<file path="src/rtl/hazard_ctrl.sv">
// Hazard and forwarding controller for the 5-stage core: tracks EX/MEM/WB destinations,
// issues registered forwarding selects, and raises load-use stalls, flushes and memory waits.
module hazard_ctrl #(
   parameter int unsigned REG_BITS = 3,
   parameter int unsigned CNT_W    = 16
) (
   input  logic                clk,
   input  logic                rst_n,
   input  logic                id_valid,
   input  logic [REG_BITS-1:0] id_rq,
   input  logic [REG_BITS-1:0] id_rs,
   input  logic                id_uses_rq,
   input  logic                id_uses_rs,
   input  logic                id_wr_en,
   input  logic [REG_BITS-1:0] id_rd,
   input  logic                id_is_load,
   input  logic                ex_flush,
   input  logic                mem_ready,
   output logic                stall_if,
   output logic                stall_id,
   output logic                bubble_ex,
   output logic                flush_ifid,
   output logic [1:0]          fwd_rq,
   output logic [1:0]          fwd_rs,
   output logic [CNT_W-1:0]    stall_cnt,
   output logic [CNT_W-1:0]    flush_cnt
);

   localparam logic [1:0] FwdReg = 2'b00;
   localparam logic [1:0] FwdEx  = 2'b01;
   localparam logic [1:0] FwdMem = 2'b10;

   logic                ex_v_q, mem_v_q, wb_v_q;
   logic [REG_BITS-1:0] ex_rd_q, mem_rd_q, wb_rd_q;
   logic                ex_ld_q, mem_ld_q, wb_ld_q;
   logic [1:0]          fwd_rq_q, fwd_rs_q;
   logic [1:0]          fwd_rq_d, fwd_rs_d;
   logic [CNT_W-1:0]    stall_cnt_q, flush_cnt_q;

   logic rq_ex_hit, rs_ex_hit, rq_mem_hit, rs_mem_hit;
   logic load_use, flush_act, stall_evt, ex_entry_v;

   // Slots never hold r0, so a zero source index cannot produce a hit.
   assign rq_ex_hit  = id_uses_rq && (id_rq != '0) && ex_v_q  && (id_rq == ex_rd_q);
   assign rs_ex_hit  = id_uses_rs && (id_rs != '0) && ex_v_q  && (id_rs == ex_rd_q);
   assign rq_mem_hit = id_uses_rq && (id_rq != '0) && mem_v_q && (id_rq == mem_rd_q);
   assign rs_mem_hit = id_uses_rs && (id_rs != '0) && mem_v_q && (id_rs == mem_rd_q);

   assign load_use  = id_valid && ex_ld_q && (rq_ex_hit || rs_ex_hit);
   assign flush_act = rst_n && mem_ready && ex_flush;
   assign stall_evt = mem_ready && load_use && !flush_act;

   always_comb begin
      stall_if   = 1'b0;
      stall_id   = 1'b0;
      bubble_ex  = 1'b0;
      flush_ifid = 1'b0;
      if (!mem_ready) begin
         stall_if = 1'b1;
         stall_id = 1'b1;
      end else if (flush_act) begin
         flush_ifid = 1'b1;
         bubble_ex  = 1'b1;
      end else if (load_use) begin
         stall_if  = 1'b1;
         stall_id  = 1'b1;
         bubble_ex = 1'b1;
      end
   end

   always_comb begin
      fwd_rq_d = FwdReg;
      fwd_rs_d = FwdReg;
      if (!bubble_ex && !flush_ifid) begin
         if (rq_ex_hit)       fwd_rq_d = FwdEx;
         else if (rq_mem_hit) fwd_rq_d = FwdMem;
         if (rs_ex_hit)       fwd_rs_d = FwdEx;
         else if (rs_mem_hit) fwd_rs_d = FwdMem;
      end
   end

   assign ex_entry_v = id_valid && id_wr_en && (id_rd != '0) && !bubble_ex && !flush_ifid;

   always_ff @(posedge clk or negedge rst_n) begin
      if (!rst_n) begin
         ex_v_q      <= 1'b0;
         ex_rd_q     <= '0;
         ex_ld_q     <= 1'b0;
         mem_v_q     <= 1'b0;
         mem_rd_q    <= '0;
         mem_ld_q    <= 1'b0;
         wb_v_q      <= 1'b0;
         wb_rd_q     <= '0;
         wb_ld_q     <= 1'b0;
         fwd_rq_q    <= FwdReg;
         fwd_rs_q    <= FwdReg;
         stall_cnt_q <= '0;
         flush_cnt_q <= '0;
      end else if (mem_ready) begin
         wb_v_q   <= mem_v_q;
         wb_rd_q  <= mem_rd_q;
         wb_ld_q  <= mem_ld_q;
         mem_v_q  <= ex_v_q;
         mem_rd_q <= ex_rd_q;
         mem_ld_q <= ex_ld_q;
         ex_v_q   <= ex_entry_v;
         ex_rd_q  <= ex_entry_v ? id_rd : '0;
         ex_ld_q  <= ex_entry_v && id_is_load;
         fwd_rq_q <= fwd_rq_d;
         fwd_rs_q <= fwd_rs_d;
         if (stall_evt && (stall_cnt_q != '1)) stall_cnt_q <= stall_cnt_q + 1'b1;
         if (flush_act && (flush_cnt_q != '1)) flush_cnt_q <= flush_cnt_q + 1'b1;
      end
   end

   assign fwd_rq    = fwd_rq_q;
   assign fwd_rs    = fwd_rs_q;
   assign stall_cnt = stall_cnt_q;
   assign flush_cnt = flush_cnt_q;

   // WB slot is kept for completeness of the scoreboard; nothing forwards from it.
   logic unused_wb;
   assign unused_wb = ^{wb_v_q, wb_rd_q, wb_ld_q};

endmodule

</file>
<file path="config.mk">
export PLATFORM = sky130hd
export DESIGN_NAME = hazard_ctrl
export DESIGN_NICKNAME = d
export VERILOG_FILES = /design/src/rtl/hazard_ctrl.sv
export SDC_FILE = /design/constraint.sdc
export NUM_CORES = 1
export LEC_CHECK = 0
export CORE_ASPECT_RATIO = 1.1
export CORE_MARGIN = 5
export CORE_UTILIZATION = 50
export DETAILED_ROUTE_END_ITERATION = 16
export PLACE_DENSITY = 0.79
export SLEW_MARGIN = 40
export SYNTH_ARGS = -nofsm -noshare
export SYNTH_HDL_FRONTEND = slang
export SYNTH_SLANG_ARGS = --single-unit
</file>
<file path="constraint.sdc">
create_clock -name clk -period 2.8 [get_ports clk]
set_input_delay 0.56 -clock clk [delete_from_list [all_inputs] [get_ports clk]]
set_output_delay 0.56 -clock clk [all_outputs]
set_load 0.02 [all_outputs]
</file>
; ---- Word level (Yosys, flattened, before mapping)
; Index checks and enable logic that the tools add are counted.
[word_totals]
reg_bits = 45
in_bits = 18
output_inout_bits = 40
elab_cells = 64
[op_classes]
add_sub_neg = 2
n_eq_ne = 6
mux = 14
n_reduce_logical = 33
[op_table]
columns = operator, n
row1 = adder 16 x 1 -> 16 bit (second input constant), 2
row2 = != test 16 bit (second input constant), 2
row3 = logical AND 1 bit, 24
row4 = == test 3 bit, 4
row5 = 2-to-1 mux 2 bit, 6
row6 = nonzero test 3 bit, 3
row7 = 2-to-1 mux 1 bit, 7
row8 = AND reduction 2 bit, 2
row9 = zero test 1 bit, 3
row10 = 2-to-1 mux 3 bit, 1
row11 = logical OR 1 bit, 1

; ---- Logic depth before layout (Yosys ltp)
; Gate-level depths: netlist of run 1.
[logic_depth]
ltp_word = 13
mapped_depth = 8
mapped_depth_nobuf = 6

; ---- Worst setup path after synthesis of run 1
; No wires, ideal clock.
[synth_timing]
path_type = input-to-output
from = in id_rq[0]
to = out stall_if
t_arrival_ns = 1.781
slack_ns = 0.459
stages = 7
n_path_buf = 2
cell_sequence = xnor2_1 -> nand4_1 -> nand2b_1 -> buf_2 -> a21oi_1 -> o21a_1 -> buf_4
[synth_between]
elab_chain_cells = 9
[synth_rtl]
columns = item, line
row1 = start: declaration, 10  ; input logic [REG_BITS-1:0] id_rq,
row2 = nonzero test 3 bit, 44  ; assign rq_ex_hit = id_uses_rq && (id_rq != '0) && ex_v_q && (id_rq == ex_rd_q);
row3 = logical AND 1 bit (2 in a row), 44
row4 = logical AND 1 bit (*), 44
row5 = logical OR 1 bit (*), 49  ; assign load_use = id_valid && ex_ld_q && (rq_ex_hit || rs_ex_hit);
row6 = logical AND 1 bit (*), 49
row7 = 2-to-1 mux 1 bit (*) (3 in a row), -
row8 = end: declaration, 19  ; output logic stall_if,
; Every way passes the cells marked *; elsewhere a longest branch is shown, timed or not.

; ---- Worst setup path after layout of run 1
[layout_timing]
from = in id_rs[0]
to = out stall_if
[layout_between]
elab_chain_cells = 9
[layout_rtl]
columns = item, line
row1 = start: declaration, 11  ; input logic [REG_BITS-1:0] id_rs,
row2 = nonzero test 3 bit, 45  ; assign rs_ex_hit = id_uses_rs && (id_rs != '0) && ex_v_q && (id_rs == ex_rd_q);
row3 = logical AND 1 bit (2 in a row), 45
row4 = logical AND 1 bit (*), 45
row5 = logical OR 1 bit (*), 49
row6 = logical AND 1 bit (*), 49
row7 = 2-to-1 mux 1 bit (*), 64  ; end else if (load_use) begin
row8 = 2-to-1 mux 1 bit (*), 61  ; end else if (flush_act) begin
row9 = 2-to-1 mux 1 bit (*), 58  ; if (!mem_ready) begin
; Marked as above.

==> results of run 1 <==
==> logic make-up after synthesis <==
logic type / after synthesis / synth area share, %
xor gates and xnor gates: 42 / 15.5
adders and majority gates: 2 / 1.06
muxes: 6 / 3.01
buffers and inverters: 13 / 3.54
and+or+nand+nor: 73 / 17.3
DFF: 45 / 47.5
AOI/OAI and AO/OA: 34 / 12.1
==> through the flow <==
step	cell area, sq um	std cells	hold slack (ns)
floorplan	2370	215	0.264
global placement	3070	336	0.394
detailed placement	3070	336	0.397
CTS	3150	344	0.0717
global route	3140	344	0.0741
finish	3140	344	0.0805
==> power by group through the flow <==
stage | logic (mW) | clock network, mW | registers (mW)
floorplan | 0.0910 | 0 | 0.785
global placement | 0.268 | 0 | 0.753
detailed placement | 0.275 | 0 | 0.756
CTS | 0.274 | 0.403 | 0.743
global route | 0.294 | 0.423 | 0.752
finish | 0.269 | 0.394 | 0.743
==> registers in the layout (all words and copies together) (netlist names) <==
register   cells
ex_ld_q        1
ex_rd_q        3
ex_v_q         1
flush_cnt     16
fwd_rq         2
fwd_rs         2
mem_rd_q       3
mem_v_q        1
stall_cnt     16
==> critical path, stage by stage <==
cell	delay [ns]
clkdlybuf4s50_1	0.49
xnor2_1	0.12
nand4_1	0.15
nand2b_1	0.22
a21oi_2	0.24
o21a_1	0.16
clkbuf_2	0.17
==> placed cells by master, fill, tap and decap left out, types with 4 or more instances in the layout <==
master	instances
xor2_1	23
buf_4	17
mux2_2	5
nor2_1	6
a22o_1	4
inv_1	4
clkdlybuf4s50_1	53
dfrtp_1	45
nand3_1	19
clkbuf_8	5
and3_1	13
nand4_1	14
xnor2_1	19
a211oi_1	12
nand2_1	8
==> cells in the mapped netlist (all sizes together), types with 3 or more instances <==
master,count
and3,15
nor3,3
nor2,6
nand4,14
dfrtp,45
a211oi,13
inv,4
mux2,6
xor2,23
buf,9
xnor2,19
a22o,4
nand2,8
nand3,19
==> routing by layer <==
metal / vias up / routed length (um)
met3: 7 / 308
met5: - / 0
met1: 921 / 2430
met4: 0 / 56
met2: 54 / 2590
li1: 941 / -
==> worst max-delay path by stage <==
stage | from | end | slack, ns | depth (start not counted)
after floorplan | id_rq[0] | stall_if | 0.46 | 7
after global placement | id_rs[0] | stall_id | -0.31 | 7
after detailed placement | id_rs[0] | stall_if | -0.37 | 7
after CTS | id_rs[0] | stall_if | -0.01 | 7
after global routing | id_rs[0] | stall_if | 0.04 | 7
final | id_rs[0] | stall_if | 0.12 | 7
==> final cells by class <==
class,instances,area share [%]
tap,56,2.23
inverter,4,0.478
clock inverter,3,0.558
multi-input combinational,157,37.1
sequential,45,35.9
timing repair buffer,74,21.6
clock buffer,5,2.19
==> timing repair <==
item                       in CTS  in global routing
gates resized for setup         5                  5
setup endpoints to repair       3                  3
hold buffers                    0                  0
==> results.md, run 1 <==
* Skew final at about 0.011 ns
* GRT Max-Usage Layer: met2
* DP Wirelength at 4.08 mm
* R2r endpoint: stall_cnt[1]
* Total GRT Usage at 19.0%
* GR Layer Usage met2 at 31.9%
* TritonCTS buffer count at 5
* Type of origin of the critical path: input pin
* Gate Count Post-Synth at 215
* Post-synth EDFFs at 0
* Setup WS pre-CTS at -0.371 ns
* Fmax at 0.373 GHz
* Final number of hold-violating endpoints at 0
* GR met1 Demand/Resource at 24.8%
* Crit path DAT at 2.12 ns
* Clock Power Share at 28.0%
* Psw at 0.403 mW
* Vias in the first global route at 1983
* Worst vdd ir at 0.293 mV
* Critical path fanouts, max at 3
* Status: complete, no violations
* Via count at 1923
* Layout cell share with drive strength beyond 1 at 15.3%
* Reg2reg setup slack at 0.61 ns
* Final worst slack at about 0.12 ns
* Critical Path RT at 2.24 ns
* Critical path type: in2out
* Port bufs at 57
* Top-area cell type share of the netlist area at 47.5%
* CTS tree: done
* Sequential share of the synthesized area at 47.5%
* Post-route antenna net violation count at 0
* P_leak at about 1.4 nW
* Ys Warns at 0
* Vias per std cell at 5.59
* Fillers at 369
* Sw Share at 28.6%
* Final setup violating endpoints at 0
* # Max-Cap Violations at 0
* Largest net degree at the start of global routing at 44
* Setup TNS at 0 ns
* Yosys cell types at 40
* Post-route DRC at 0
* Total grt overflow at 0
* Post-Syn Area per Cell at 11.0 sq um
* Power share of the combinational group at 19.2%
* Bufs on Longest Clock Path at 2
* CTS clk-pin slew, worst paths at roughly 0.080 ns
* Min-delay worst type: in2async
* Global-route wire length before repair at 9.14 mm
* Root Buffer: clkbuf_8
* IO Count at 58
* Pint at around 1 mW
* # Post-CTS Setup Buffers at 0
* CTS sink count at 45
* Worst Setup End Kind: output pin
* Total power divided by cell area at 448 mW/mm^2
* Layout Nets at 307
* RSZ-0062 raised after global routing: no
* Syn_nets at around 240
* Worst-Skew Late Latency at 0.29 ns
* Worst r2r src: stall_cnt[0]
* Chip Width at 75.7 um
* Max H-tree Level at 2
* Core ar. at 0.00462 sq mm
* Number of diodes at 0
* Total power at 1.41 mW
* Synth-to-Final Area Change at 32.5%
* Die area at 0.00622 sq mm
* Multi-input logic area at roughly 0.0012 sq mm
* Ys flop type: dfrtp_1
* Final Wtd Congestion at 0.803
* Initial Utilization at 51.3%
* Vert. Die Dim at 82.2 um
* Slew HR at about three fifths
* Actual slew at the worst max-slew pin at 0.588 ns
* FF/Latch Area at between 0.001 and 0.0015 sq mm
* Period utilisation layout at 95.8%
* # rows at 26
* Met3 Usage GRT at under 10%
* Synthesized cell area at 0.00237 sq mm
* DR WL/cell at 15.7 um
* First-pass DRT Iterations at 4
* Wirelength, routed at ~5.4 mm
* FFs w/ async S/R, synth at 100%
* Synth top area cells: dfrtp_1 (47%), xor2_1 (8.5%), xnor2_1 (7.0%)
* Final core utilization at 68.0%
* 1st-iter DRT viols at 45
* Tmin final at 2.68 ns
* Final Max Tran Viols at 0
* Antenna violations before repair at 0
* Synth Register Bits at 45
* Area leader, netlist: dfrtp_1
* Flop pwr share at approximately 53%
* Worst Reg2Reg Path Length in Cells at 6
(Power assumes the default switching activity.)
==> run 2, diff against run 1 <==
Settings changed: SLEW_MARGIN 40 to 20.
==> results of run 2 <==
The final DEF is identical to that of run 1; final timing and power are the same.
